## src/rtl/rtype_issue_ctrl.sv

```systemverilog
// Issue controller for one MIPS R-type instruction at a time: sequences register-file reads,
// ALU execution and write-back through IDLE -> READ -> EXEC -> WRITE.
module rtype_issue_ctrl #(
  parameter int unsigned EXEC_CYCLES = 1,
  parameter bit          PROTECT_R0  = 1'b1
) (
  input  logic        Clk,
  input  logic        Rst,
  input  logic [31:0] instr,
  input  logic        instr_valid,
  output logic        instr_ready,
  output logic [4:0]  RR1,
  output logic [4:0]  RR2,
  output logic [4:0]  WR,
  output logic        WE,
  output logic [3:0]  AluOp,
  output logic [4:0]  ShiftCount,
  output logic        WbSel,
  output logic        done,
  output logic        illegal,
  output logic [15:0] retired
);

  localparam logic [1:0] IDLE  = 2'd0;
  localparam logic [1:0] READ  = 2'd1;
  localparam logic [1:0] EXEC  = 2'd2;
  localparam logic [1:0] WRITE = 2'd3;

  localparam logic [3:0] EXEC_LOAD = 4'(EXEC_CYCLES - 1);

  logic [1:0]  state_q, state_d;
  logic [3:0]  cnt_q, cnt_d;
  logic        legal_q;
  logic [4:0]  rr1_q, rr2_q, wr_q, sc_q;
  logic [3:0]  op_q;
  logic        wbsel_q;
  logic [15:0] retired_q;

  logic        accept;
  logic        dec_legal, dec_shift;
  logic [3:0]  dec_op;

  assign accept = (state_q == IDLE) && instr_valid;

  always_comb begin
    dec_legal = (instr[31:26] == 6'h00);
    dec_shift = 1'b0;
    dec_op    = 4'b0000;
    case (instr[5:0])
      6'h20: dec_op = 4'b0010;
      6'h22: dec_op = 4'b0110;
      6'h24: dec_op = 4'b0000;
      6'h25: dec_op = 4'b0001;
      6'h27: dec_op = 4'b1100;
      6'h2A: dec_op = 4'b0111;
      6'h00: begin dec_op = 4'b1110; dec_shift = 1'b1; end
      6'h02: begin dec_op = 4'b1101; dec_shift = 1'b1; end
      6'h03: begin dec_op = 4'b1111; dec_shift = 1'b1; end
      default: dec_legal = 1'b0;
    endcase
    if (!dec_legal) begin
      dec_op    = 4'b0000;
      dec_shift = 1'b0;
    end
  end

  always_comb begin
    state_d = state_q;
    cnt_d   = cnt_q;
    case (state_q)
      IDLE:  if (instr_valid) state_d = READ;
      READ:  begin
        state_d = EXEC;
        cnt_d   = EXEC_LOAD;
      end
      EXEC:  begin
        if (cnt_q == 4'd0) state_d = WRITE;
        else               cnt_d   = cnt_q - 4'd1;
      end
      WRITE: state_d = IDLE;
      default: state_d = IDLE;
    endcase
  end

  always_ff @(posedge Clk or posedge Rst) begin
    if (Rst) begin
      state_q <= IDLE;
      cnt_q   <= 4'd0;
    end else begin
      state_q <= state_d;
      cnt_q   <= cnt_d;
    end
  end

  // Datapath outputs load at accept so they are valid throughout READ and hold afterwards.
  always_ff @(posedge Clk or posedge Rst) begin
    if (Rst) begin
      legal_q <= 1'b0;
      rr1_q   <= 5'd0;
      rr2_q   <= 5'd0;
      wr_q    <= 5'd0;
      sc_q    <= 5'd0;
      op_q    <= 4'd0;
      wbsel_q <= 1'b0;
    end else if (accept) begin
      legal_q <= dec_legal;
      rr1_q   <= dec_shift ? instr[20:16] : instr[25:21];
      rr2_q   <= instr[20:16];
      wr_q    <= instr[15:11];
      sc_q    <= dec_shift ? instr[10:6] : 5'd0;
      op_q    <= dec_op;
      wbsel_q <= 1'b1;
    end
  end

  always_ff @(posedge Clk or posedge Rst) begin
    if (Rst) begin
      retired_q <= 16'd0;
    end else if (done && legal_q) begin
      retired_q <= retired_q + 16'd1;
    end
  end

  assign instr_ready = (state_q == IDLE);
  assign done        = (state_q == WRITE);
  assign illegal     = done && !legal_q;
  assign WE          = done && legal_q && !(PROTECT_R0 && (wr_q == 5'd0));
  assign RR1         = rr1_q;
  assign RR2         = rr2_q;
  assign WR          = wr_q;
  assign AluOp       = op_q;
  assign ShiftCount  = sc_q;
  assign WbSel       = wbsel_q;
  assign retired     = retired_q;

endmodule

```

## config.mk

```make
export PLATFORM = sky130hd
export DESIGN_NAME = rtype_issue_ctrl
export DESIGN_NICKNAME = d
export VERILOG_FILES = /design/src/rtl/rtype_issue_ctrl.sv
export SDC_FILE = /design/constraint.sdc
export NUM_CORES = 1
export LEC_CHECK = 0
export ABC_AREA = 1
export CAP_MARGIN = 20
export CORE_MARGIN = 10
export CORE_UTILIZATION = 45
export CTS_CLUSTER_SIZE = 24
export DETAILED_ROUTE_END_ITERATION = 10
export DONT_BUFFER_PORTS = 1
export PLACE_DENSITY_LB_ADDON = 0.25
export SYNTH_ARGS = -nofsm -noshare
export SYNTH_HDL_FRONTEND = slang
export SYNTH_SLANG_ARGS = --single-unit
```

## constraint.sdc

```tcl
create_clock -name Clk -period 1.69 [get_ports Clk]
set_clock_uncertainty 0.15 [all_clocks]
set_input_delay 0.338 -clock Clk [delete_from_list [all_inputs] [get_ports Clk]]
set_output_delay 0.338 -clock Clk [all_outputs]
set_load 0.05 [all_outputs]
```

After elaboration in Yosys (flattened, before gate mapping)
Index checks and enable logic that the tools add are counted.
Storage, ports and cells
  input port bits: 35
  word-level logic and storage cells: 54
  output and inout port bits: 45
  bits in registers: 48
Operators by class
  reduce and logical (&&, ||, !) cells: 16
  add/sub/neg operators: 2
  eq/ne operators: 14
  muxes and demuxes: 12
Operator list (number)
  $eq A6 B6 Y1 const B: 6
  $pmux W4 S8: 1
  $add A16 B1 Y16 const B: 1
  $eq A6 B2 Y1 const B: 2
  $logic_not A6 Y1: 2
  $mux W5: 2
  $reduce_or A9 Y1: 1
  $mux W4: 2
  $pmux W2 S4: 1
  $pmux W4 S2: 1
  $ne A2 B2 Y1 const B: 3
  $logic_not A5 Y1: 1
  $eq A2 B2 Y1 const B: 2
  $logic_and A1 B1 Y1: 4
  $logic_not A4 Y1: 1
  $mux W2: 2
  $reduce_and A2 Y1: 2
  $sub A4 B1 Y4 const B: 1
  $mux W1: 3
  $reduce_or A3 Y1: 1
  $eq A2 B1 Y1 const B: 1
  $logic_not A1 Y1: 2
  $logic_not A2 Y1: 1
  $reduce_bool A2 Y1: 1

Longest topological paths before layout
Gate-level depths: netlist of run 1.
  depth after elaboration: 5
  mapped depth: 10

Worst setup path after synthesis of run 1
No wires, ideal clock.
  kind: reg2out
  start: reg state_q[0]
  end: out WE
  arrival time: 1618 ps
  setup slack: -416 ps
  stages on the path, launching flop included: 6
  path buffers: 0
  required time: 1202 ps
  cells stage by stage: dfrtp_1 > ha_1 > nand2_1 > inv_1 > o41ai_1 > inv_1
Between the ends
  cells in the longest elaborated chain, start to end: 3
Ends and longest elaborated chain
  start: declaration: line 31  | logic [1:0] state_q, state_d;
  start signal: assignment: line 90  | state_q <= state_d;
  $eq A2 B2 Y1: line 125  | assign done = (state_q == WRITE);
  named net done: line 19  | output logic done,
  $logic_and A1 B1 Y1 (2 in series): line 127  | assign WE = done && legal_q && !(PROTECT_R0 && (wr_q == 5'd0));
  end: declaration: line 15  | output logic WE,
The timed path passes the listed nets, and every way through them passes these cells.

Worst setup path after layout of run 1
  start: reg state_q[1]
  end: out WE
Between the ends
  cells in the longest elaborated chain, start to end: 3
Ends and longest elaborated chain (line)
  $eq A2 B2 Y1: 125
  $logic_and A1 B1 Y1 (2 in series): 127
Every way passes these cells.

==> metrics.yaml, run 1 <==
outcome:
  status: "complete, but fails checks"
  violations: "negative setup slack"
power:
  p_leak_nw: 1.60
  swShare: 0.456
  pwr-share-comb: 0.323
  internal_power_mw: 2.11
  clockPowerShare: 0.190
  seqPwrFrac: 0.488
  p_per_area_nw_per_um2: 1290
  power_mw: 3.88
  net-switching-power_mw: 1.77
  max-vdd-ir-drop_v: 0.000699
die:
  coreArea_um2: 5170
  pin_count: 80
  fp.dieW_um: 93.7
  placementRows: 26
  die_y_um: 93.7
  die-area_um2: 8770
  start_util: 0.472
synth:
  ys_seq_area_frac: 0.492
  synth_commonest_cells: "nand2_1 (81), dfrtp_1 (48), inv_1 (42)"
  synth.distinct_cells: 30
  syn_nets: 328
  ys_async_sr_fraction: 1.00
  synthCells: 286
  yosys_warnings: 0
  synth.area.top_cells: "dfrtp_1 (49%), nand2_1 (12%), inv_1 (6.5%)"
  ys_seq_elements: 48
  synth_area_leader_cell: "dfrtp_1"
  ys.flop_type: "dfrtp_1"
  yosysTopAreaCellShare: 0.492
  synthMostInstantiatedCell: "nand2_1"
  syn_area_per_cell_um2: 8.54
  synth.cell_area_um2: 2440
  synth_edf_count: 0
layout:
  layout.cells.non_filler: 399
  n_antenna_cell: 0
  fin_util: 0.582
  final_area_um2: 3010
  drive_gt1_frac: 0.249
  layout.nets: 370
  area_growth_pct: 23.3
critical_path:
  cp_max_fo: 3
  critPathLaunchType: "register"
  cp_slowest_cell: "dfrtp_1"
  worst_setup_path_end_kind: "output pin"
  path_class: "register to output pin"
  crit_top_cell: "inv_2"
  crit_arrival_ns: 1.30
  crit_required_ns: 1.20
  critPathMaxStageDelay_ns: 0.42
  path_cells: "ha_4, nand2_2, inv_2, o41ai_2, inv_2"
sta:
  slew_headroom: 0.615
  fin_crit_sh: 1.06
  rsz0062_at_grt: "yes"
  maxSlewViolCount: 0
  setup_viol: 4
  finalHoldViolations: 0
  fmaxAchievable_mhz: 558
  worstMarginPinSlew_ns: 0.578
  period_needed_ns: 1.79
  worst_slack_ns: -0.102
  setup_tns_ns: -0.188
placed_design:
  portBuffers: 0
  gp_congestion: 0.763
  placed_area_um2: 2780
  dp.cells: 381
  post-dp-hpwl_um: 4590
routing:
  wl_per_cell_um: 14.8
  drt_first_iter_violations: 74
  via_count: 1963
  drtPass1Iterations: 4
  routed_wl_um: 5910
  ant_nets: 0
  vias_per_cell: 4.92
  drc: 0
cts:
  cts_tree: "yes"
  clockBufferDepth: 2
  root_buffer: "clkbuf_8"
  cts_buffers: 5
  clkSlewWorstSetupHoldPaths_ns: 0.09
  cts-htree-levels: 2
  clkSinkCount: 48
  clock_latency_ns: 0.30
global_routing:
  overflow: 0
  antenna_found_initial: 0
  grt_pass1_wl_um: 9540
  grt_use_total: 0.134
  grt_max_degree: 37
  grt_pass1_vias: 1960
worst_hold_path:
  hp-class: "input pin to register"
job:
  drv_cap: 0
-- cells in the final DEF, fill, tap and decap left out, types with 3 or more instances in the layout --
master         netlist  final
a21oi_1              4      4
buf_4                0     33
clkbuf_8             1      6
dfrtp_1             48     43
dfrtp_2              0      5
dlygate4sd3_1        0      4
ha_1                 7      5
inv_1               42     37
inv_2                0      5
nand2_1             81     78
nand2_2              2      3
nand2_4              1      3
nand3_1             20     19
nand4_1              9      9
nor2_1              19     17
nor2_2               6      5
nor2_4               3      6
o21ai_0             12     12
xnor2_1              4      4
xor2_1              10     10
-- metrics by stage --
stage / hold WS [ns] / setup slack, ns
2_1_floorplan: 0.298 / -0.0455
5_1_grt: 0.00737 / -0.177
3_3_place_gp: 0.0348 / 0.109
6_report: 0.0124 / -0.102
3_5_place_dp: 0.0353 / 0.0540
4_1_cts: 0.000358 / -0.0965
-- final timing paths --
check / to / cells past startpoint / slack, ns / from
min in group asynchronous: retired[2] / 2 / 0.28 / Rst
setup reg to reg: retired[15] / 11 / -0.03 / state_q[1]
setup / recovery: WE / 5 / -0.10 / state_q[1]
hold reg to reg: retired[2] / 1 / 0.37 / retired[2]
hold / removal: WR[1] / 2 / 0.01 / instr[12]
max in group asynchronous: retired[1] / 3 / 0.62 / Rst
-- power groups by stage --
stage | combinational (mW) | clock (mW) | sequential, mW
after floorplan | 0.664 | 0 | 2.08
after global placement | 1.18 | 0 | 1.91
after detailed placement | 1.21 | 0 | 1.92
after CTS | 1.25 | 0.757 | 1.90
after global routing | 1.37 | 0.810 | 1.92
final | 1.25 | 0.735 | 1.89
-- area by class of cell --
class | instances | area (um2)
clock inverters | 2 | 13.8
well taps | 70 | 87.6
repair buffers | 40 | 339
clock buffers | 6 | 82.6
inverters | 43 | 164
fillers | 449 | 2160
flip-flops and latches | 48 | 1210
multi-input cells | 190 | 1110
-- registers in the layout, indices dropped and copies added (netlist names) --
register,cells
retired,16
RR1,5
RR2,5
ShiftCount,5
WR,5
AluOp,4
cnt_q,4
state_q,2
WbSel,1
legal_q,1
-- cell families (layout without fill, tap and decap cells) --
logic type,after synthesis,in the layout,synth area share
adder cells (fa/ha/maj),7,7,0.0359
XOR/XNOR,14,14,0.0502
buffers and inverters,48,91,0.0820
AO/OA/AOI/OAI,21,21,0.0482
flip-flops,48,48,0.492
AND/OR/NAND/NOR,148,148,0.292
-- per-layer routing --
layer  vias up  part of all wire  global-route usage
met2        47              0.51               0.225
li1        985                 -                   -
met5         -                 0                   0
met1       921              0.40               0.152
met4         0             0.020              0.0506
met3        10             0.074              0.0488
-- worst max-delay path: cells and delay by family (launching register included) --
family / cells / cell delay (ns)
compound gates: 1 / 0.07
fa+ha+maj: 1 / 0.17
buf+inv: 2 / 0.29
flops: 1 / 0.42
simple gates: 1 / 0.06
-- repair_timing --
item                       4_1_cts  5_1_grt
buffers inserted                 2        4
pin swaps                        1        6
resized for setup                3       10
setup endpoints to repair        3       10
cloned                           0        0
hold endpoints to repair        15        0
hold buffers                     4        0
No activity file was read; power rests on OpenSTA's default activity.
==> run 2: changes to the inputs <==
--- a/config.mk
+++ b/config.mk
@@ -12,7 +12,6 @@
 export CTS_CLUSTER_SIZE = 24
 export DETAILED_ROUTE_END_ITERATION = 10
 export DONT_BUFFER_PORTS = 1
-export PLACE_DENSITY_LB_ADDON = 0.25
 export SYNTH_ARGS = -nofsm -noshare
 export SYNTH_HDL_FRONTEND = slang
 export SYNTH_SLANG_ARGS = --single-unit
==> run 2 against run 1 <==
Compared with the run above: the run still ends with negative setup slack left; via count is 3.0% lower; wire length is 0.95% higher; sequential share of layout area is 0.34 points lower; cell count stayed put; maximum frequency is 1.7% higher; non-clock buffer count stayed put; sequential power hardly changed; clock power is 0.5% higher; largest cell class unchanged; register-to-register slack better by 0.03 ns.
==> metrics.yaml, run 2 (same netlist as run 1, synthesis figures left out) <==
outcome:
  status: "complete, but fails checks"
  violations: "negative setup slack"
critical_path:
  reg2reg_setup_slack_ns: 0
  worstReg2RegEnd: "retired[15]"
  crit_required_ns: 1.20
  critPathLaunchType: "register"
  reg2regPathDepth: 11
  path_class: "register to output pin"
  cp_max_fo: 3
  timing.rr.start: "state_q[1]"
  crit_arrival_ns: 1.27
  worst_setup_path_end_kind: "output pin"
routing:
  ant_nets: 0
  routed_wl_um: 5960
  drtPass1Iterations: 4
  drt_first_iter_violations: 78
  via_count: 1904
  wl_per_cell_um: 14.9
  drc: 0
  vias_per_cell: 4.77
layout:
  layout_common_cells: "nand2_1 (77), dfrtp_1 (42), inv_1 (35)"
  final_area_um2: 3040
  drive_gt1_frac: 0.258
  largest_reg_flops: 16
  mostFrequentLayoutCell: "nand2_1"
  layout.nets: 370
  n_antenna_cell: 0
  area_growth_pct: 24.4
  fin_util: 0.587
power:
  p_leak_nw: 1.60
  p_per_area_nw_per_um2: 1310
  max-vdd-ir-drop_v: 0.000778
die:
  fp.dieW_um: 93.7
  pin_count: 80
  die_y_um: 93.7
  coreArea_um2: 5170
  start_util: 0.472
  placementRows: 26
  die-area_um2: 8770
global_routing:
  grt_max_degree: 49
  overflow: 0
  grt_pass1_wl_um: 9760
  antenna_found_initial: 0
  grt_use_total: 0.139
  grt_pass1_vias: 1965
placed_design:
  post-dp-hpwl_um: 4510
  preCtsSetupSlack_ns: 0.0358
  portBuffers: 0
  placed_area_um2: 2760
  gp_congestion: 0.743
sta:
  fmaxAchievable_mhz: 567
  whs_ns: 0.0203
  fin_crit_sh: 1.04
  finalHoldViolations: 0
  rsz0062_at_grt: "yes"
  setup_viol: 3
  worst_slack_ns: -0.0724
  maxSlewViolCount: 0
  period_needed_ns: 1.76
  slew_headroom: 0.629
  worstMarginPinSlew_ns: 0.556
cts:
  clock_latency_ns: 0.30
  cts_buffers: 5
  clkSinkCount: 48
  clkSlewWorstSetupHoldPaths_ns: 0.09
  clockBufferDepth: 2
  cts-htree-levels: 2
  cts_tree: "yes"
  root_buffer: "clkbuf_8"
worst_hold_path:
  holdCritStartpoint: "instr[15]"
  whs_endpoint: "WR[4]"
  holdPathStages: 2
  hp-class: "input pin to register"
job:
  drv_cap: 0
-- run 2: worst max-delay path, cell delays in order (launching register included) --
cell and delay [ns]:
dfrtp_2 0.42, ha_4 0.17, nand2_4 0.06, inv_4 0.07, o41ai_4 0.07, inv_2 0.20
-- run 2: what timing repair did --
item,in CTS,in global routing
hold buffers,4,1
resized for setup,5,17
setup buffers,2,5
hold endpoints to repair,51,1
pin swaps,1,5
cloned,0,0
endpoints found under the setup margin,3,24
-- run 2: worst max path at each step --
stage / from / end / slack (ns) / cells after the start
finish: state_q[1] / WE / -0.07 / 5
floorplan: Rst / retired[0] / -0.05 / 1
CTS: WR[0] / WE / -0.11 / 4
global route: state_q[1] / WE / -0.16 / 5
global placement: WR[4] / WE / 0.09 / 4
detailed placement: state_q[1] / retired[15] / 0.04 / 10
-- run 2: through the flow --
| stage | setup TNS (ns) | instances | total power, mW |
|---|---|---|---|
| 6_report | -0.0950 | 399 | 3.99 |
| 5_1_grt | -0.569 | 399 | 4.24 |
| 4_1_cts | -0.214 | 393 | 3.91 |
| 3_5_place_dp | 0 | 379 | 3.11 |
| 3_3_place_gp | 0 | 379 | 3.08 |
| 2_1_floorplan | -0.232 | 286 | 2.75 |
-- run 2: layout make-up --
class                           count  area (um2)
Fill cell                         468        2130
Sequential cell                    48        1210
Clock inverter                      2        13.8
Multi-Input combinational cell    190        1130
Timing Repair Buffer               40         350
Clock buffer                        6        82.6
Tap cell                           70        87.6
Inverter                           43         169
-- run 2: metal layers --
| layer | up-vias | GRT usage | wire [um] |
|---|---|---|---|
| li1 | 976 | - | - |
| met1 | 883 | 0.161 | 2470 |
| met2 | 41 | 0.236 | 3060 |
| met3 | 4 | 0.0544 | 390 |
| met4 | 0 | 0.0304 | 39 |
| met5 | - | 0 | 0 |
-- run 2: power breakdown --
group / total, mW / internal, mW / switching [mW]
clock network: 0.739 / 0.336 / 0.404
registers: 1.90 / 1.34 / 0.557
logic: 1.36 / 0.505 / 0.851
total: 3.99 / 2.18 / 1.81
